### config.mk
export PLATFORM = sky130hd
export DESIGN_NAME = wb_port_arbiter
export DESIGN_NICKNAME = d
export VERILOG_FILES = /design/src/rtl/wb_port_arbiter.sv
export SDC_FILE = /design/constraint.sdc
export NUM_CORES = 1
export LEC_CHECK = 0
export BUFFER_PORTS_ARGS = -buffer_cell sky130_fd_sc_hd__buf_4
export CAP_MARGIN = 10
export CELL_PAD_IN_SITES_DETAIL_PLACEMENT = 0
export CELL_PAD_IN_SITES_GLOBAL_PLACEMENT = 1
export CORE_MARGIN = 2
export CORE_UTILIZATION = 42
export CTS_BUF_LIST = sky130_fd_sc_hd__clkbuf_4
export DETAILED_ROUTE_END_ITERATION = 12
export PLACE_DENSITY_LB_ADDON = 0.1
export SYNTH_ARGS = -nofsm -noshare
export SYNTH_HDL_FRONTEND = slang
export SYNTH_SLANG_ARGS = --single-unit
### constraint.sdc
create_clock -name clk -period 8 [get_ports clk]
set_input_delay 1.2 -clock clk [delete_from_list [all_inputs] [get_ports clk]]
set_output_delay 1.2 -clock clk [all_outputs]
set_load 0.01 [all_outputs]
### src/rtl/wb_port_arbiter.sv
// wb_port_arbiter
//
// Shares the register file's single write port between the pipeline write-back
// stage and a multi-cycle execution unit. The pipeline always wins; multi-cycle
// results that lose the port are parked in a 2-entry FIFO and drained in cycles
// without a pipeline write. Pipeline writes are younger than anything buffered,
// so a pipeline write to address A squashes buffered entries (and a same-cycle
// mc result) targeting A. Address 31 (XZR) is consumed but never written.
//
// Optional feature (macro WB_ARB_STARVE_EN): a starvation guard that stalls the
// pipeline for one cycle after STARVE_MAX consecutive pipe grants with a
// non-empty FIFO, forcing a drain. Without the macro pipe_stall is tied low.
//
// Ports:
//   clk, reset             clock (rising edge), asynchronous active-low reset
//   pipe_wen/addr/data     write-back stage write request
//   mc_valid/addr/data     multi-cycle unit result; mc_ready accepts it
//   rf_wen/addr/data       register file write port (combinational)
//   pipe_stall             pipeline must hold its write-back stage
//   buf_count              FIFO occupancy, 0..2
module wb_port_arbiter #(
    parameter int unsigned DATA_W     = 64,
    parameter int unsigned ADDR_W     = 5,
    parameter int unsigned STARVE_MAX = 8
) (
    input  logic              clk,
    input  logic              reset,
    input  logic              pipe_wen,
    input  logic [ADDR_W-1:0] pipe_addr,
    input  logic [DATA_W-1:0] pipe_data,
    input  logic              mc_valid,
    input  logic [ADDR_W-1:0] mc_addr,
    input  logic [DATA_W-1:0] mc_data,
    output logic              mc_ready,
    output logic              rf_wen,
    output logic [ADDR_W-1:0] rf_addr,
    output logic [DATA_W-1:0] rf_data,
    output logic              pipe_stall,
    output logic [1:0]        buf_count
);

    localparam logic [ADDR_W-1:0] XZR = ADDR_W'(31);

    // FIFO storage and pointers
    logic [ADDR_W-1:0] mem_addr_q [2];
    logic [DATA_W-1:0] mem_data_q [2];
    logic              head_q, head_d;
    logic              tail_q, tail_d;
    logic [1:0]        count_q, count_d;

    logic              pipe_eff;
    logic              mc_acc;
    logic              has_head;
    logic              pop;
    logic              bypass;
    logic              push;
    logic              kill_first;
    logic              kill_second;
    logic              tail_mid;

    // Grant and squash decode
    always_comb begin
        pipe_eff    = pipe_wen && !pipe_stall;
        mc_ready    = (count_q != 2'd2);
        mc_acc      = mc_valid && mc_ready;
        has_head    = (count_q != 2'd0);
        pop         = !pipe_eff && has_head;
        bypass      = !pipe_eff && !has_head && mc_acc;
        kill_first  = pipe_eff && has_head && (mem_addr_q[head_q] == pipe_addr);
        kill_second = pipe_eff && (count_q == 2'd2) && (mem_addr_q[~head_q] == pipe_addr);
        // A same-cycle mc result to the pipe's address is older, so it is dropped.
        push        = mc_acc && !bypass && !(pipe_eff && (mc_addr == pipe_addr));
    end

    // FIFO next state. Removing the oldest entry advances head; removing the
    // younger entry of a full FIFO retreats tail. A push then lands at the
    // retreated tail so the survivors stay contiguous.
    always_comb begin
        head_d   = head_q;
        tail_mid = tail_q;
        if (pop || kill_first) begin
            head_d = ~head_q;
        end
        if (kill_second) begin
            tail_mid = ~tail_q;
        end
        tail_d  = push ? ~tail_mid : tail_mid;
        count_d = count_q - 2'(pop || kill_first) - 2'(kill_second) + 2'(push);
    end

    always_ff @(posedge clk or negedge reset) begin
        if (!reset) begin
            head_q  <= 1'b0;
            tail_q  <= 1'b0;
            count_q <= 2'd0;
        end else begin
            head_q  <= head_d;
            tail_q  <= tail_d;
            count_q <= count_d;
        end
    end

    // Payload storage needs no reset; count gates its validity.
    always_ff @(posedge clk) begin
        if (push && reset) begin
            mem_addr_q[tail_mid] <= mc_addr;
            mem_data_q[tail_mid] <= mc_data;
        end
    end

    // Write port mux; defaults to the pipe inputs when nothing is granted.
    always_comb begin
        rf_addr = pipe_addr;
        rf_data = pipe_data;
        if (!pipe_eff) begin
            if (has_head) begin
                rf_addr = mem_addr_q[head_q];
                rf_data = mem_data_q[head_q];
            end else if (mc_acc) begin
                rf_addr = mc_addr;
                rf_data = mc_data;
            end
        end
        // Inputs are masked while reset is held low.
        rf_wen    = reset && (pipe_eff || has_head || mc_acc) && (rf_addr != XZR);
        buf_count = count_q;
    end

`ifdef WB_ARB_STARVE_EN
    localparam int unsigned CNT_W = $clog2(STARVE_MAX + 1);

    logic [CNT_W-1:0] starve_q, starve_d, starve_inc;
    logic             stall_q, stall_d;

    // Count consecutive pipe grants that leave buffered work waiting; on reaching
    // the threshold stall the pipe for one cycle so the head drains.
    always_comb begin
        starve_inc = (pipe_eff && has_head) ? starve_q + CNT_W'(1) : '0;
        stall_d    = (starve_inc == CNT_W'(STARVE_MAX));
        starve_d   = stall_d ? '0 : starve_inc;
    end

    always_ff @(posedge clk or negedge reset) begin
        if (!reset) begin
            starve_q <= '0;
            stall_q  <= 1'b0;
        end else begin
            starve_q <= starve_d;
            stall_q  <= stall_d;
        end
    end

    assign pipe_stall = stall_q;
`else
    logic unused_starve_max;
    assign unused_starve_max = |32'(STARVE_MAX);
    assign pipe_stall        = 1'b0;
`endif

endmodule

# Word level (Yosys, flattened, before mapping)
# Memory sizes are Yosys's and may differ from the RTL's.
# Cells that the tools add are included.
# op_classes
addsub	3
eq_ne	6
muxes	10
n_bitwise	3
n_reduce_logical	22
# ops
operator	n
2-to-1 mux 64 bit	3
equality test 5 bit	3
2-to-1 mux 5 bit	3
logical AND 1 bit	14
!= test 5 bit (second input constant)	1
zero test 1 bit	4
2-to-1 mux 1 bit	4
subtractor 2 x 1 -> 2 bit	2
logical OR 1 bit	3
NOT 1 bit	3
adder 2 x 1 -> 2 bit	1
equality test 2 bit (second input constant)	1
!= test 2 bit (second input constant)	1
nonzero test 2 bit	1
# word_totals
regBits	4
ram_bits	138
word_cells	49
n_memories	2
# mem_list
memory	words	word_bits	read_ports	rd_clocked_by_memory_dff	write_ports	line	source
mem_data_q	2	64	1	0	1	46	logic [DATA_W-1:0] mem_data_q [2];
mem_addr_q	2	5	2	0	1	45	logic [ADDR_W-1:0] mem_addr_q [2];

# Logic depth before layout (Yosys ltp)
# depth
word_depth	10
depth_mapped	11

# Worst setup path after synthesis
# OpenSTA, ideal clock, no wires.
# synth_timing
kind	input -> register
start	input pipe_addr[1]
end	memory mem_addr_q[0][0], enable pin
setup_ns	0.595
arrival_ns	6.982
required_ns	7.405
path_slack_ns	0.423
path_stages	4
path_buffers	0
path_cell_list	xnor2_1 > or3b_4 > o21ai_0 > nor3b_1
# synth_via
elab_chain_len	7
word_cells_on_any_way	10
cone_classes	eq/ne (2); mux (3); reduce/logical (5)
# synth_rtl
item	line	source
start: declaration	29	input logic [ADDR_W-1:0] pipe_addr,
equality test 5 bit	72	push = mc_acc && !bypass && !(pipe_eff && (mc_addr == pipe_addr));
logical AND 1 bit	72	
zero test 1 bit	72	
logical AND 1 bit	72	
logical AND 1 bit	105	if (push && reset) begin
2-to-1 mux 1 bit	105	
2-to-1 mux 1 bit (implied by the code)	106	mem_addr_q[tail_mid] <= mc_addr;
end: declaration	45	
# Parallel ways exist; a longest one is shown, timed or not.

# Worst setup path in the final report
# layout_timing
start	input pipe_wen
end	output rf_wen
# layout_via
elab_chain_len	4
word_cells_on_any_way	6
cone_classes	eq/ne (1); mux (1); reduce/logical (4)
# layout_rtl
item	line	source
start: declaration	28	input logic pipe_wen,
parallel branches: the longest is 3 deep, another holds 2-to-1 mux 5 bit	n/a	
logical AND 1 bit *	125	rf_wen = reset && (pipe_eff || has_head || mc_acc) && (rf_addr != XZR);
end: declaration	35	output logic rf_wen,
# Mark *: on every way between the ends.

==> results.ini <==
[outcome]
run_status=completed

[floorplan]
design.die.area_um2=17200
dieHeight_um=131
die_w_um=131
floorplan.rows=46
core_area_um2=15800
pin_count=216
initial_utilization=0.428

[sta]
period_needed_ns=4.68
final.period_utilization=0.585
finalClockSkew_ns=0.0109
tightest_slew_ns=1.06
setup-tns-final_ns=0
maxClockFrequency_mhz=214
slew_viol_final=0
number_of_hold_violations_in_the_final_report=0
maxSlewHeadroom=0.296
whs_ns=0.458
finalSetupViolCount=0
rsz0062_at_grt=false

[worst_setup_path]
worstReg2RegEnd=mem_data_q[1][31]$_DFFE_PP_
worstPathRequired_ns=6.80
crit_type=in2out
timing.critical_path.from_type=primary input
critical_path.endpoint_type=output pin
r2r.worst_path.cells=6
worstPathMaxFanout=77
critPathArrivalTime_ns=3.48
r2r_setup_slack_ns=4.76
r2r-start=head_q$_DFFE_PN0P_

[layout]
stdcell_area_um2=8860
areaGrowthSynthToFinish_pct=30.8
ff_latch_area_um2=4250
final_layout_size_suffix_gt1_frac=0.352
num-nets-final=859
final-instance-count-excl-fill=944
total_area_of_multi_input_combinational_cells_um2=2360
n_fill_cell=1394

[routing]
detail_route.iter0.violations=271
post_drt_via_cell_ratio=5.14
route.vias.total=4854
first_pass_iters=5
wl_per_cell_um=17.0
finalWirelength_um=16000
remaining_drc_errors=0
route.antenna.remaining_nets=0

[clock_network]
postCtsResizedCells=0
clock-root-buffer=clkbuf_4
clock_tree.htree_level_count=4
worstSkewPairLatency_ns=0.53
cts_setup_buffers=0
cts_inserted_buffers=17
cts-root-to-sink-buffers=2
cts_tree=done
clock_sinks=142
clk_pin_slew_ns=0.10
cts_hold_buffers=0

[logic_synthesis]
yosys_register_bits=142
synth_top_area_frac=0.612
synth-edff-count=138
postSynth.topFlopCell=edfxtp_1
yosysUniqueCellTypes=39
synth_top_area_cell=edfxtp_1
mappedNetlistNets=658
asyncSetResetFlopFracSynth=0.0282
postSynthAreaPerCell_um2=13.2
synth.cell_area_um2=6780
netlist_top_cells_area=edfxtp_1 61%, mux2i_1 11%, o22a_1 8.9%, a21oi_1 4.9%, nor2_1 3.8%
ys_warn_count=0
synth_seq_area_share=0.626
netlist_instances=514

[global_routing]
largest_net_degree_at_the_start_of_global_routing=78
grt_pass1_wl_um=23800
first_global_vias=4639
antenna_violations_before_repair=1
grt_overflow=0
track_usage=0.183

[min_path]
hold_crit_class=in2async

[placed_design]
routabilityCongestion=0.807
numPortBuffers=214
placed_cells_incl_taps=912
dp_hpwl_um=10500
placed_area_um2=8560

[pwr]
vdd_drop_max_v=0.000153
static-leakage-power_uw=0.00357
pwr_density_cell_nw_per_um2=287

[flow_run]
drv_cap=0

## power by group
part / leakage [µW] / internal (µW) / switching (µW) / total [µW]
sequential: 0.00130 / 916 / 52.6 / 969
clock: 0.000162 / 250 / 232 / 482
combinational: 0.00210 / 518 / 571 / 1090
total: 0.00357 / 1680 / 855 / 2540
## cell usage after synthesis (all sizes together) (2+ instances only)
cell and count:
edfxtp 138, mux2i 74, o22a 69, nor2 68
a21oi 67, clkbuf 22, buf 19, xor2 9
xnor2 8, a2bb2oi 4, dfrtp 4, nor3 3
o21ai 3, and4 2, inv 2, nand2 2
or2 2, or3b 2
## per-layer routing
| metal | vias up | GRT usage | wire length (µm) |
|---|---|---|---|
| met5 | - | 0 | 0 |
| met4 | 0 | 0.0657 | 215 |
| met3 | 19 | 0.0476 | 1050 |
| met2 | 148 | 0.306 | 7860 |
| met1 | 2303 | 0.231 | 6880 |
| li1 | 2384 | - | - |
## metrics by stage
step                total power [µW]   util  worst slack, ns
finish                          2540  0.560             3.32
global route                    2700  0.560             3.17
CTS                             2570  0.560             3.27
detailed placement              2090  0.541             3.27
global placement                2070  0.541             3.40
floorplan                       1700      -            0.423
## placed cells by master, fill, tap and decap left out, types with 2 or more instances in the layout
master | synthesis | layout
a21oi_1 | 67 | 66
a2bb2oi_1 | 4 | 4
and4_1 | 2 | 2
buf_4 | 2 | 223
bufinv_16 | 0 | 4
clkbuf_4 | 0 | 20
clkinv_1 | 0 | 6
dfrtp_1 | 4 | 3
edfxtp_1 | 138 | 138
inv_1 | 2 | 2
mux2i_1 | 74 | 74
nand2_1 | 2 | 2
nor2_1 | 68 | 67
nor3_1 | 3 | 3
o21ai_0 | 3 | 3
o22a_1 | 69 | 69
xnor2_1 | 8 | 8
xor2_1 | 9 | 9
## kinds of logic (layout without fill, tap and decap cells)
family | Yosys count | count (layout) | synth area share
AOI/OAI and AO/OA | 148 | 148 | 0.152
xor gates and xnor gates | 17 | 17 | 0.0220
adders and majority gates | 2 | 2 | 0.00480
buffers and inverters | 43 | 256 | 0.0286
DFF | 142 | 142 | 0.626
muxes | 74 | 74 | 0.109
other | 1 | 2 | 0.000553
and+or+nand+nor | 87 | 87 | 0.0565
## flip-flops by register name (all words and copies together) (netlist names)
register	count
tail_q	1
buf_count	2
head_q	1
mem_data_q	128
mem_addr_q	10
## critical path, stage by stage
cell	delay, ns
buf_4	0.34
nor2_4	0.72
buf_4	0.51
o22a_1	0.23
and4_1	0.22
a21oi_1	0.07
buf_4	0.15
## worst max path at each step
stage,startpoint,end,slack [ns]
after floorplan,pipe_addr[1],mem_addr_q[0][0]$_DFFE_PP_,0.42
after CTS,pipe_wen,rf_wen,3.27
after detailed placement,pipe_wen,rf_wen,3.27
after global placement,pipe_wen,rf_wen,3.40
final,pipe_wen,rf_wen,3.32
after global routing,pipe_wen,rf_wen,3.17
## layout make-up
class / instances / area share
Antenna cell: 1 / 0.000282
Clock buffer: 20 / 0.0169
Clock inverter: 11 / 0.0167
Inverter: 2 / 0.000847
Multi-Input combinational cell: 329 / 0.267
Sequential cell: 142 / 0.479
Tap cell: 216 / 0.0305
Timing Repair Buffer: 223 / 0.189
(Power assumes the default switching activity.)
